## config.mk

```make
export PLATFORM = sky130hd
export DESIGN_NAME = wb_uart_bus_master
export DESIGN_NICKNAME = d
export VERILOG_FILES = /design/src/rtl/wb_uart_bus_master.sv
export SDC_FILE = /design/constraint.sdc
export NUM_CORES = 1
export LEC_CHECK = 0
export CAP_MARGIN = 20
export CORE_ASPECT_RATIO = 0.7
export CORE_UTILIZATION = 35
export CTS_CLUSTER_SIZE = 28
export DETAILED_ROUTE_END_ITERATION = 6
export PLACE_DENSITY_LB_ADDON = 0.2
export SLEW_MARGIN = 25
export SYNTH_ARGS = -nofsm -noshare
export SYNTH_HDL_FRONTEND = slang
export SYNTH_SLANG_ARGS = --single-unit
```

## constraint.sdc

```tcl
create_clock -name clk_i -period 6 [get_ports clk_i]
set_input_delay 1.8 -clock clk_i [delete_from_list [all_inputs] [get_ports clk_i]]
set_output_delay 1.8 -clock clk_i [all_outputs]
set_load 0.05 [all_outputs]
```

## src/rtl/wb_uart_bus_master.sv

```systemverilog
// UART byte-stream to Wishbone classic single-transfer initiator (host debug / ISP loader).
// Optional bus watchdog: define WB_TIMEOUT_EN to abort a stalled cycle after TIMEOUT_CYCLES.
module wb_uart_bus_master #(
  parameter int unsigned TIMEOUT_CYCLES = 1024,
  parameter int unsigned CNT_W          = 16
) (
  input  logic        clk_i,
  input  logic        rst_i,
  input  logic [7:0]  rx_data_i,
  input  logic        rx_valid_i,
  output logic        rx_ready_o,
  output logic [7:0]  tx_data_o,
  output logic        tx_valid_o,
  input  logic        tx_ready_i,
  output logic        wb_cyc_o,
  output logic        wb_stb_o,
  output logic        wb_we_o,
  output logic [31:0] wb_adr_o,
  output logic [31:0] wb_dat_o,
  output logic [3:0]  wb_sel_o,
  input  logic [31:0] wb_dat_i,
  input  logic        wb_ack_i,
  input  logic        wb_err_i,
  output logic        busy_o
);

  typedef enum logic [2:0] {
    S_IDLE, S_GET_ADDR, S_GET_DATA, S_BUS, S_SEND_STATUS, S_SEND_DATA
  } state_e;

  localparam logic [7:0] CMD_WR = 8'h57;
  localparam logic [7:0] CMD_RD = 8'h52;
  localparam logic [7:0] ST_ACK = 8'h06;
  localparam logic [7:0] ST_NAK = 8'h15;

  if (CNT_W < 32) begin : g_cnt_chk
    if ((32'd1 << CNT_W) <= TIMEOUT_CYCLES) begin : g_cnt_too_narrow
      $error("CNT_W too narrow for TIMEOUT_CYCLES");
    end
  end

  state_e      state_q, state_d;
  logic [1:0]  cnt_q, cnt_d;
  logic        we_q, we_d;
  logic [31:0] adr_q, adr_d;
  logic [31:0] wdat_q, wdat_d;
  logic [31:0] rdat_q, rdat_d;
  logic [7:0]  status_q, status_d;
  logic        cyc_q, cyc_d;
  logic [3:0]  sel_q, sel_d;
  logic        rx_ready_q, rx_ready_d;
  logic        busy_q, busy_d;
  logic        tx_valid_q, tx_valid_d;
  logic [7:0]  tx_data_q, tx_data_d;

  logic        rx_fire, tx_fire, bus_timeout, bus_done, bus_fail;
  logic [1:0]  cnt_inc;

  assign rx_fire = rx_valid_i & rx_ready_q;
  assign tx_fire = tx_valid_q & tx_ready_i;
  assign cnt_inc = cnt_q + 2'd1;

`ifdef WB_TIMEOUT_EN
  // Watchdog counts BUS cycles; it is held at zero elsewhere so it clears on BUS entry.
  logic [CNT_W-1:0] tmo_q, tmo_d;

  always_comb begin
    tmo_d = '0;
    if (state_q == S_BUS) tmo_d = tmo_q + CNT_W'(1);
  end

  always_ff @(posedge clk_i or posedge rst_i) begin
    if (rst_i) tmo_q <= '0;
    else       tmo_q <= tmo_d;
  end

  assign bus_timeout = (tmo_q == CNT_W'(TIMEOUT_CYCLES - 1));
`else
  assign bus_timeout = 1'b0;
`endif

  // err beats ack; ack beats a watchdog expiry in the same cycle
  assign bus_done = wb_ack_i | wb_err_i | bus_timeout;
  assign bus_fail = wb_err_i | (bus_timeout & ~wb_ack_i);

  always_ff @(posedge clk_i or posedge rst_i) begin
    if (rst_i) begin
      state_q    <= S_IDLE;
      cnt_q      <= '0;
      we_q       <= 1'b0;
      adr_q      <= '0;
      wdat_q     <= '0;
      rdat_q     <= '0;
      status_q   <= '0;
      cyc_q      <= 1'b0;
      sel_q      <= '0;
      rx_ready_q <= 1'b0;
      busy_q     <= 1'b0;
      tx_valid_q <= 1'b0;
      tx_data_q  <= '0;
    end else begin
      state_q    <= state_d;
      cnt_q      <= cnt_d;
      we_q       <= we_d;
      adr_q      <= adr_d;
      wdat_q     <= wdat_d;
      rdat_q     <= rdat_d;
      status_q   <= status_d;
      cyc_q      <= cyc_d;
      sel_q      <= sel_d;
      rx_ready_q <= rx_ready_d;
      busy_q     <= busy_d;
      tx_valid_q <= tx_valid_d;
      tx_data_q  <= tx_data_d;
    end
  end

  // Next-state logic
  always_comb begin
    state_d = state_q;
    unique case (state_q)
      S_IDLE:
        if (rx_fire && (rx_data_i == CMD_WR || rx_data_i == CMD_RD)) state_d = S_GET_ADDR;
      S_GET_ADDR:
        if (rx_fire && cnt_q == 2'd3) state_d = we_q ? S_GET_DATA : S_BUS;
      S_GET_DATA:
        if (rx_fire && cnt_q == 2'd3) state_d = S_BUS;
      S_BUS:
        if (bus_done) state_d = S_SEND_STATUS;
      S_SEND_STATUS:
        if (tx_fire) state_d = (!we_q && status_q == ST_ACK) ? S_SEND_DATA : S_IDLE;
      S_SEND_DATA:
        if (tx_fire && cnt_q == 2'd3) state_d = S_IDLE;
      default:
        state_d = S_IDLE;
    endcase
  end

  // Datapath and registered outputs; status byte is loaded one cycle after SEND_STATUS entry
  always_comb begin
    cnt_d      = cnt_q;
    we_d       = we_q;
    adr_d      = adr_q;
    wdat_d     = wdat_q;
    rdat_d     = rdat_q;
    status_d   = status_q;
    tx_valid_d = tx_valid_q;
    tx_data_d  = tx_data_q;
    cyc_d      = (state_d == S_BUS);
    sel_d      = (state_d == S_BUS) ? 4'hF : 4'h0;
    rx_ready_d = (state_d == S_IDLE) || (state_d == S_GET_ADDR) || (state_d == S_GET_DATA);
    busy_d     = (state_d != S_IDLE);
    unique case (state_q)
      S_IDLE: begin
        cnt_d = '0;
        if (rx_fire && rx_data_i == CMD_WR) we_d = 1'b1;
        if (rx_fire && rx_data_i == CMD_RD) we_d = 1'b0;
      end
      S_GET_ADDR:
        if (rx_fire) begin
          adr_d[{cnt_q, 3'b000} +: 8] = rx_data_i;
          cnt_d = cnt_inc;
        end
      S_GET_DATA:
        if (rx_fire) begin
          wdat_d[{cnt_q, 3'b000} +: 8] = rx_data_i;
          cnt_d = cnt_inc;
        end
      S_BUS:
        if (bus_done) begin
          status_d = bus_fail ? ST_NAK : ST_ACK;
          if (!we_q) rdat_d = wb_dat_i;
        end
      S_SEND_STATUS:
        if (!tx_valid_q) begin
          tx_valid_d = 1'b1;
          tx_data_d  = status_q;
        end else if (tx_ready_i) begin
          if (state_d == S_SEND_DATA) begin
            tx_data_d = rdat_q[7:0];
          end else begin
            tx_valid_d = 1'b0;
            tx_data_d  = '0;
          end
        end
      S_SEND_DATA:
        if (tx_fire) begin
          cnt_d = cnt_inc;
          if (cnt_q == 2'd3) begin
            tx_valid_d = 1'b0;
            tx_data_d  = '0;
          end else begin
            tx_data_d = rdat_q[{cnt_inc, 3'b000} +: 8];
          end
        end
      default: ;
    endcase
  end

  assign rx_ready_o = rx_ready_q;
  assign tx_data_o  = tx_data_q;
  assign tx_valid_o = tx_valid_q;
  assign wb_cyc_o   = cyc_q;
  assign wb_stb_o   = cyc_q;
  assign wb_we_o    = we_q;
  assign wb_adr_o   = adr_q;
  assign wb_dat_o   = wdat_q;
  assign wb_sel_o   = sel_q;
  assign busy_o     = busy_q;

endmodule

```

Word-level counts from Yosys, hierarchy flattened
Cells that the tools add are included.
{"block": "word_totals", "reg_bits": 126, "latch_bits": 0, "ram_bits": 0, "mem_bits_ro": 0, "n_memories": 0}
{"block": "classes", "add_sub_neg": 2, "n_mul": 0, "div_mod_pow": 0, "magnitude_cmp": 0, "n_eq_ne": 17, "shifts": 3, "n_mux": 30, "n_bitwise": 4, "n_reduce_logical": 25}
{"cell": "$bwmux W32", "n": 2}
{"cell": "$mux W8", "n": 5}
{"cell": "$shift A8 B7 Y32 const A", "n": 1}
{"cell": "$shiftx A32 B6 Y8", "n": 1}
{"cell": "$shiftx A8 B7 Y32", "n": 1}
{"cell": "$mux W3", "n": 7}
{"cell": "$pmux W3 S6", "n": 1}
{"cell": "$eq A8 B7 Y1 const B", "n": 2}
{"cell": "$pmux W8 S2", "n": 1}
{"cell": "$eq A3 B2 Y1 const B", "n": 4}
{"cell": "$reduce_and A3 Y1", "n": 4}
{"cell": "$eq A3 B3 Y1 const B", "n": 3}
{"cell": "$eq A8 B3 Y1 const B", "n": 1}
{"cell": "$mux W1", "n": 8}
{"cell": "$reduce_and A2 Y1", "n": 4}
{"cell": "$neg A5 Y7", "n": 1}
{"cell": "$eq A3 B1 Y1 const B", "n": 2}
{"cell": "$logic_and A1 B1 Y1", "n": 6}
{"cell": "$logic_not A3 Y1", "n": 2}
{"cell": "$pmux W2 S3", "n": 1}
{"cell": "$reduce_bool A3 Y1", "n": 2}
{"cell": "$mux W5", "n": 1}
{"cell": "$mux W2", "n": 2}
{"cell": "$mux W4", "n": 1}
{"cell": "13 further kinds", "n": 18}

Logic depth before layout (Yosys ltp)
Gate-level depths: netlist (run 1).
{"block": "depth", "word_depth": 10, "ltp_mapped": 7, "depth_no_buf": 6}

Worst setup path after synthesis (run 1)
OpenSTA, ideal clock, no wires.
{"block": "synth_path", "kind": "input-to-reg", "startpoint": "input port rx_valid_i", "endpoint": "register busy_q (netlist: busy_o)", "t_arrival_ns": 3.053, "slack_ns": 2.816, "stages": 5, "path_cell_list": "nand2_1 -> and4b_1 -> a221o_1 -> or2_4 -> or3_1"}
{"block": "synth_via", "elab_chain_cells": 5, "word_cells_on_any_way": 8}
{"element": "start, declared", "line_no": "10", "text": "input logic rx_valid_i,"}
{"element": "$and A1 B1 Y1 (*)", "line_no": "59", "text": "assign rx_fire = rx_valid_i & rx_ready_q;"}
{"element": "$logic_and A1 B1 Y1, on equally long branches", "line_no": "125, 127, 123"}
{"element": "$mux W3, on equally long branches", "line_no": "127, 123, 125"}
{"element": "$pmux W3 S6 (*)", "line_no": "121", "text": "unique case (state_q)"}
{"element": "net state_d[0]", "line_no": "42", "text": "state_e state_q, state_d;"}
{"element": "$reduce_bool A3 Y1 (*)", "line_no": "152", "text": "busy_d = (state_d != S_IDLE);"}
{"element": "net busy_d", "line_no": "52", "text": "logic busy_q, busy_d;"}
{"element": "end signal, assigned", "line_no": "112", "text": "busy_q <= busy_d;"}
{"element": "end, declared", "line_no": "52"}
The timed path passes the listed nets; every way through them passes the cells marked *.
A chain may end at the register's enable or synchronous reset.

Worst setup path after layout (run 1)
{"block": "layout_path", "startpoint": "register tx_valid_q (netlist: tx_valid_o)", "endpoint": "output port tx_valid_o"}
{"element": "start, declared", "line_no": "53", "text": "logic tx_valid_q, tx_valid_d;"}
{"element": "start signal, assigned", "line_no": "113", "text": "tx_valid_q <= tx_valid_d;"}
{"element": "end, declared", "line_no": "13", "text": "output logic tx_valid_o,"}
No word-level cell between the ends.

==> results_dict.tcl, run 1 <==
set metrics [dict create \
    pre_cts_slack_ns 2.01 \
    clkLatencyLatePin_ns 0.40 \
    wl_um 13100 \
    drc 0 \
    grt_pass1_vias 3892 \
    worst_path_max_delay_cell "clkdlybuf4s50_1" \
    path_clk_slew_ns 0.05 \
    final_common_cell "clkdlybuf4s50_1" \
    swShare_pct 29.4 \
    holdPathEnd "wb_dat_o[30]" \
    drive_gt1_share_pct 14.2 \
    synth.avg_cell_area_um2 11.0 \
    endpoint_kind "output port" \
    crit_chain "clkdlybuf4s50_1" \
    slew_viol_final 0 \
    synthFlopType "dfrtp_1" \
    critical-path-top-delay-family "buffers and inverters" \
    min_path_type "reg -> reg" \
    ys_seq_area_share_pct 58.5 \
    ys_warn_count 0 \
    dp_cells 751 \
    clock-sinks 117 \
    initial_core_util_pct 35.9 \
    grt_max_degree 45 \
    fin_ws_ns 2.37 \
    criticalPathCategory "reg -> out" \
    relSlewSlack_pct 39.0 \
    fin_setup_tns_ns 0 \
    worstHoldPathCells 2 \
    final_cells 783 \
    status "completed" \
    core_region_area_um2 13900 \
    ant_nets 0 \
    worstPathRequired_ns 4.20 \
    hold_path.startpoint "wb_dat_o[30]" \
    ios 128 \
    power_frac_seq_pct 38.6 \
    final_cell_mix "clkdlybuf4s50_1 (127), dfrtp_1 (117), nand2_1 (111), o21ai_0 (73), mux2_2 (33)" \
    max-vdd-ir-drop_uv 224 \
    die_h_um 102 \
    cap_violations 0 \
    slowest_delay_ns 0.88 \
    dpl_cell_area_um2 6420 \
    intPower_mw 1.61 \
    r2r_start "cnt_q[0]" \
    clock-skew-final_ns 0.0114 \
    dieArea_um2 14800 \
    die_w_um 145 \
    finalSetupViolCount 0 \
    power.switching_mw 0.671 \
    port_buffers 127 \
    stdcell_area_um2 7010 \
    dr_total_vias 3838 \
    cts_tree "built" \
    antenna_found_initial 0 \
    row_count 36 \
    period_share_pct 60.5 \
    min_period_ns 3.63 \
    cp_num_cells 1 \
    r2r_slack_ns 2.85 \
    pwr-share-comb_pct 17.9 \
    rsz0062_at_grt "no" \
    reg2reg_depth 5 \
    synth.distinct_cells 42 \
    cts_setup_buffers 0 \
    grt_usage_pct 19.3 \
    critPathMaxFanout 12 \
    synth_async_sr_flop_share_pct 100 \
    total_power_mw 2.28 \
    drtPass1Iterations 5 \
    clockBufferDepth 2 \
    dp_hpwl_um 9150 \
    synth_fp_nets 506 \
    cts_made_buffers 17 \
    cts_root_buf "clkbuf_16" \
    avgViaCountPerCell 4.90 \
    ys_ff_latch 117 \
    reg2reg_to "wb_dat_o[2]" \
    grt-ovfl-total 0 \
    p_leak_nw 2.99 \
    startpoint_type "flop" \
    finalHoldViolCount 0 \
    critPathBufInv 1 \
    final_nets 632 \
    area_growth_pct 40.1 \
    critPathArrivalTime_ns 1.83 \
    cts_resized 0 \
    drt_iter0_drc 236 \
    grt_pass1_wl_um 21100 \
    synth.cell_area_um2 5000 \
    syn_inst 454 \
    p_clk_share_pct 43.6 \
    fin_worst_hold_slack_ns 0.477 \
    wl_per_cell_um 16.7 \
    utilization_pct 50.4 \
    antenna_cells 0 \
    fmax_mhz 275 \
    p_per_area_nw_per_um2 325 \
    cts_htree_levels 4 \
    gp_congestion 0.752 \
    tightest_slew_ns 0.908 \
    synth_edf_count 0 \
    holdBufCountCts 0 \
]
[Yosys cell counts (2+ instances only)]
cell type	instances	area, µm²
a21oi_1	15	75.1
inv_1	5	18.8
nand2_1	111	417
ha_1	6	75.1
mux2i_1	2	20.0
buf_2	7	35.0
nand3_1	2	10.0
o21ai_0	73	365
nor3_1	2	10.0
o2111ai_1	2	17.5
nor3b_1	3	22.5
a22oi_1	5	37.5
o22ai_1	2	12.5
and4b_1	2	20.0
dfrtp_1	117	2930
buf_4	7	52.6
nand2b_1	4	25.0
o21ai_1	2	10.0
o21a_1	2	15.0
mux2_2	33	372
nor2_1	12	45.0
clkbuf_1	10	37.5
mux4_2	8	180
nor2b_1	3	18.8
nand3b_1	2	15.0
[power groups by stage]
stage	Clock, mW	Sequential, mW	Combinational (mW)
after CTS	1.02	0.881	0.410
after global placement	0	0.892	0.405
final	0.993	0.880	0.407
after global routing	1.06	0.888	0.432
after detailed placement	0	0.893	0.409
after floorplan	0	1.02	0.114
[layout make-up]
cell class              instances  area [µm²]
fillers                      1220        6910
flip-flops and latches        117        2930
multi-input cells             308        1940
repair buffers                131        1300
clock buffers                  20         457
well taps                     190         238
clock inverters                12         128
inverters                       5        21.3
[metal layers]
layer | up-vias | GRT usage [%] | wire (µm)
met3 | 14 | 5.01 | 524
met5 | - | 0 | 0
li1 | 1825 | - | -
met4 | 0 | 5.99 | 158
met1 | 1907 | 27.9 | 6620
met2 | 92 | 28.3 | 5760
[sequential cells by signal, indices dropped and copies added, names as in the netlist]
| name | flops |
|---|---|
| wb_adr_o | 32 |
| state_q | 3 |
| rx_ready_o | 1 |
| busy_o | 1 |
| tx_valid_o | 1 |
| wb_dat_o | 32 |
| wb_we_o | 1 |
| wb_sel_o | 1 |
| cnt_q | 2 |
| rdat_q | 32 |
| status_q | 3 |
| tx_data_o | 8 |
[cell families after synthesis]
group	share of synthesized area, %
AOI/OAI and AO/OA	11.5
xor gates and xnor gates	0.175
adders and majority gates	1.70
buffers and inverters	2.88
DFF	58.5
muxes	11.4
and+or+nand+nor	13.8
[how the worst max path moves through the flow]
stage,startpoint,to,slack (ns)
after floorplan,rst_i,busy_o,1.10
final,tx_valid_o,tx_valid_o,2.37
after global placement,rx_data_i[4],busy_o,2.03
after detailed placement,rx_data_i[4],busy_o,2.01
after CTS,tx_valid_o,tx_valid_o,2.36
after global routing,tx_valid_o,tx_valid_o,2.30
Power figures use the tool's default switching activity.
==> inputs of run 2 (changes only) <==
Clock period 6 ns to 3.7 ns, I/O delays scaled along.
==> results_dict.tcl, run 2 (synthesis gave the netlist of run 1 again) <==
set metrics [dict create \
    initial_core_util_pct 35.9 \
    max-vdd-ir-drop_uv 281 \
    final_common_cell "clkdlybuf4s50_1" \
    drt_iter0_drc 261 \
    fin_setup_tns_ns 0 \
    endpoint_kind "output port" \
    avgViaCountPerCell 4.82 \
    gp_congestion 0.745 \
    min_path_type "reg -> reg" \
    clock-sinks 117 \
    total_power_mw 3.64 \
    status "completed" \
    grt-ovfl-total 0 \
    final_nets 635 \
    cts_made_buffers 17 \
    grt_pass1_wl_um 19900 \
    criticalPathCategory "reg -> out" \
    critical-path-top-delay-family "buffers and inverters" \
    row_count 36 \
    clock-skew-final_ns 0.0122 \
    period_share_pct 79.4 \
    slew_viol_final 0 \
    dr_total_vias 3792 \
    crit_chain "clkdlybuf4s50_1" \
    cts_root_buf "clkbuf_16" \
    p_leak_nw 3.00 \
    ios 128 \
    area_growth_pct 40.3 \
    grt_usage_pct 18.4 \
    die_w_um 145 \
    die_h_um 102 \
    slowest_delay_ns 0.88 \
    min_period_ns 2.94 \
    cts_setup_buffers 0 \
    clkLatencyLatePin_ns 0.41 \
    core_region_area_um2 13900 \
    fill_cells 1239 \
    drc 0 \
    p_per_area_nw_per_um2 519 \
    cts_resized 0 \
    finalSetupViolCount 0 \
    wl_per_cell_um 16.4 \
    critPathMaxFanout 12 \
    port_buffers 127 \
    antenna_found_initial 0 \
    grt_pass1_vias 3668 \
    startpoint_type "flop" \
    finalHoldViolCount 0 \
    ant_nets 0 \
    cap_violations 0 \
    antenna_cells 0 \
    fmax_mhz 340 \
    path_clk_slew_ns 0.06 \
    dp_hpwl_um 9110 \
    wl_um 12900 \
    grt_max_degree 118 \
    holdBufCountCts 0 \
    rsz0062_at_grt "no" \
    cts_tree "built" \
    worstPathRequired_ns 2.59 \
    relSlewSlack_pct 37.0 \
    worst_path_max_delay_cell "clkdlybuf4s50_1" \
    drive_gt1_share_pct 14.4 \
    critPathBufInv 1 \
    tightest_slew_ns 0.938 \
    cts_htree_levels 4 \
    drtPass1Iterations 4 \
    final_cell_mix "clkdlybuf4s50_1 (127), dfrtp_1 (117), nand2_1 (111), o21ai_0 (73), mux2_2 (33)" \
    clockBufferDepth 2 \
    critPathArrivalTime_ns 1.83 \
    dieArea_um2 14800 \
]
run 2: final timing paths:
check                            start      endpoint  slack (ns)  cells after the start
max                         tx_valid_o    tx_valid_o        0.76                      1
min                        status_q[2]   status_q[2]        0.48                      2
max reg2reg                   cnt_q[0]  wb_adr_o[20]        1.20                      5
min reg2reg                status_q[2]   status_q[2]        0.48                      2
max in group asynchronous        rst_i  wb_adr_o[17]        1.98                      3
min in group asynchronous        rst_i   wb_sel_o[2]        1.21                      3
run 2: area by class of cell:
class	count	area, µm²	share of cell area (%)
timing repair buffer	134	1340	19.0
tap	190	238	3.39
clock inverter	12	105	1.50
sequential	117	2930	41.7
clock buffer	20	457	6.51
multi-input combinational	308	1930	27.5
inverter	5	22.5	0.321
run 2: power breakdown:
part | leakage (nW) | total (mW) | switching [mW] | internal, mW
logic | 1.13 | 0.683 | 0.443 | 0.241
registers | 1.59 | 1.41 | 0.0591 | 1.35
clock network | 0.276 | 1.54 | 0.587 | 0.956
total | 3.00 | 3.64 | 1.09 | 2.55
run 2: metal layers:
layer | share of wire [%] | track usage (%) | vias to the layer above
met5 | 0 | 0 | -
met4 | 0.60 | 5.43 | 0
met3 | 7.8 | 6.47 | 6
met2 | 44 | 25.5 | 109
met1 | 48 | 26.8 | 1840
li1 | - | - | 1837
run 2: metrics by stage:
stage          area (µm²)  worst slack, ns  util, %  instances  hold WS, ns
3_3_place_gp         6460            0.455     46.4        754        0.460
4_1_cts              7020            0.759     50.4        786        0.472
5_1_grt              7020            0.695     50.4        786        0.493
2_1_floorplan        5010             1.16        -        454        0.436
3_5_place_dp         6460            0.442     46.4        754        0.457
6_report             7020            0.763     50.4        786        0.475
==> inputs of run 3 (changes only) <==
Clock period 3.7 ns to 2.7 ns, I/O delays scaled along.
==> results_dict.tcl, run 3 (synthesis gave the netlist of run 1 again) <==
set metrics [dict create \
    dp_hpwl_um 9180 \
    path_clk_slew_ns 0.05 \
    final_cell_mix "clkdlybuf4s50_1 (126), dfrtp_1 (117), nand2_1 (111), o21ai_0 (73), mux2_2 (33)" \
    area_growth_pct 44.0 \
    critPathBufInv 1 \
    relSlewSlack_pct 55.9 \
    ios 128 \
    die_h_um 102 \
    critPathArrivalTime_ns 1.75 \
    antenna_cells 0 \
    cts_root_buf "clkbuf_16" \
    finalSetupViolCount 0 \
    finalHoldViolCount 0 \
    worstPathRequired_ns 1.89 \
    period_share_pct 94.6 \
    initial_core_util_pct 35.9 \
    row_count 36 \
    wl_um 13100 \
    status "completed" \
    clkLatencyLatePin_ns 0.41 \
    fmax_mhz 391 \
    core_region_area_um2 13900 \
    drive_gt1_share_pct 16.5 \
    stdcell_area_um2 7200 \
    cap_violations 0 \
    rsz0062_at_grt "no" \
    dieArea_um2 14800 \
    port_buffers 127 \
    fin_setup_tns_ns 0 \
    startpoint_type "flop" \
    avgViaCountPerCell 4.90 \
    final_nets 650 \
    max-vdd-ir-drop_uv 586 \
    clockBufferDepth 2 \
    grt_pass1_vias 3912 \
    dr_total_vias 3927 \
    grt_usage_pct 19.0 \
    grt_pass1_wl_um 20400 \
    fill_cells 1209 \
    fin_worst_hold_slack_ns 0.479 \
    gp_congestion 0.802 \
    clock-sinks 117 \
    antenna_found_initial 0 \
    cts_resized 0 \
    drc 0 \
    p_leak_nw 3.10 \
    regArea_um2 2930 \
    min_period_ns 2.56 \
    tightest_slew_ns 0.662 \
    final_common_cell "clkdlybuf4s50_1" \
    endpoint_kind "output port" \
    drtPass1Iterations 4 \
    clock-skew-final_ns 0.0132 \
    min_path_type "reg -> reg" \
    crit_chain "clkdlybuf4s50_1" \
    multi_input_area_um2 1930 \
    cts_tree "built" \
    cts_htree_levels 4 \
    grt_max_degree 118 \
    drt_iter0_drc 171 \
    slew_viol_final 0 \
    ant_nets 0 \
    cts_made_buffers 17 \
    p_per_area_nw_per_um2 726 \
    die_w_um 145 \
    critical-path-top-delay-family "buffers and inverters" \
    dpl_cell_area_um2 6580 \
    wl_per_cell_um 16.4 \
    criticalPathCategory "reg -> out" \
    grt-ovfl-total 0 \
    holdBufCountCts 0 \
    slowest_delay_ns 0.86 \
    critPathMaxFanout 6 \
    cts_setup_buffers 0 \
    worst_path_max_delay_cell "clkdlybuf4s50_1" \
]
run 3: changes by cell type in the layout (fill, tap and decap cells not counted):
cell | before | now
clkbuf_8 | 2 | 1
dlymetal6s2s_1 | 0 | 1
buf_12 | 1 | 2
clkinv_4 | 3 | 5
buf_4 | 6 | 20
clkinvlp_4 | 3 | 4
clkinv_2 | 5 | 0
inv_6 | 1 | 2
bufinv_16 | 1 | 3
clkdlybuf4s50_1 | 127 | 126
run 3: through the flow:
| stage | power, mW | util [%] | cells | setup slack, ns |
|---|---|---|---|---|
| detailed placement | 2.92 | 47.3 | 769 | 0.0173 |
| CTS | 5.28 | 51.7 | 801 | 0.0244 |
| global placement | 2.91 | 47.3 | 769 | 0.0333 |
| finish | 5.23 | 51.7 | 801 | 0.145 |
| floorplan | 2.53 | - | 454 | 0.463 |
| global route | 5.43 | 51.7 | 801 | 0.103 |
run 3: cell type report:
cell class              count  area share, %
inverters                   5          0.313
clock inverters            13           2.41
multi-input cells         308           26.8
well taps                 190           3.30
flip-flops and latches    117           40.7
clock buffers              19           6.15
repair buffers            149           20.3
run 3: worst paths after layout:
check / cells past startpoint / endpoint / startpoint / slack, ns
worst max-delay path: 1 / wb_we_o / wb_we_o / 0.14
worst min-delay path: 2 / wb_adr_o[31] / wb_adr_o[31] / 0.48
min in group asynchronous: 3 / wb_adr_o[23] / rst_i / 0.91
worst max register to register: 5 / wb_adr_o[9] / cnt_q[0] / 0.42
max in group asynchronous: 3 / wb_dat_o[3] / rst_i / 1.26
worst min register to register: 2 / wb_adr_o[31] / wb_adr_o[31] / 0.48
run 3: where the power goes:
| part | total [mW] | switching, mW | internal, mW |
|---|---|---|---|
| combinational | 0.950 | 0.607 | 0.342 |
| clock | 2.34 | 0.848 | 1.49 |
| sequential | 1.94 | 0.0857 | 1.85 |
| total | 5.23 | 1.54 | 3.68 |
run 3: routing by layer:
layer,vias to the layer above,global-route usage (%),part of all wire [%]
met2,107,29.0,47
li1,1868,-,-
met5,-,0,0
met1,1947,25.8,45
met4,0,6.64,0.40
met3,5,5.53,7.5
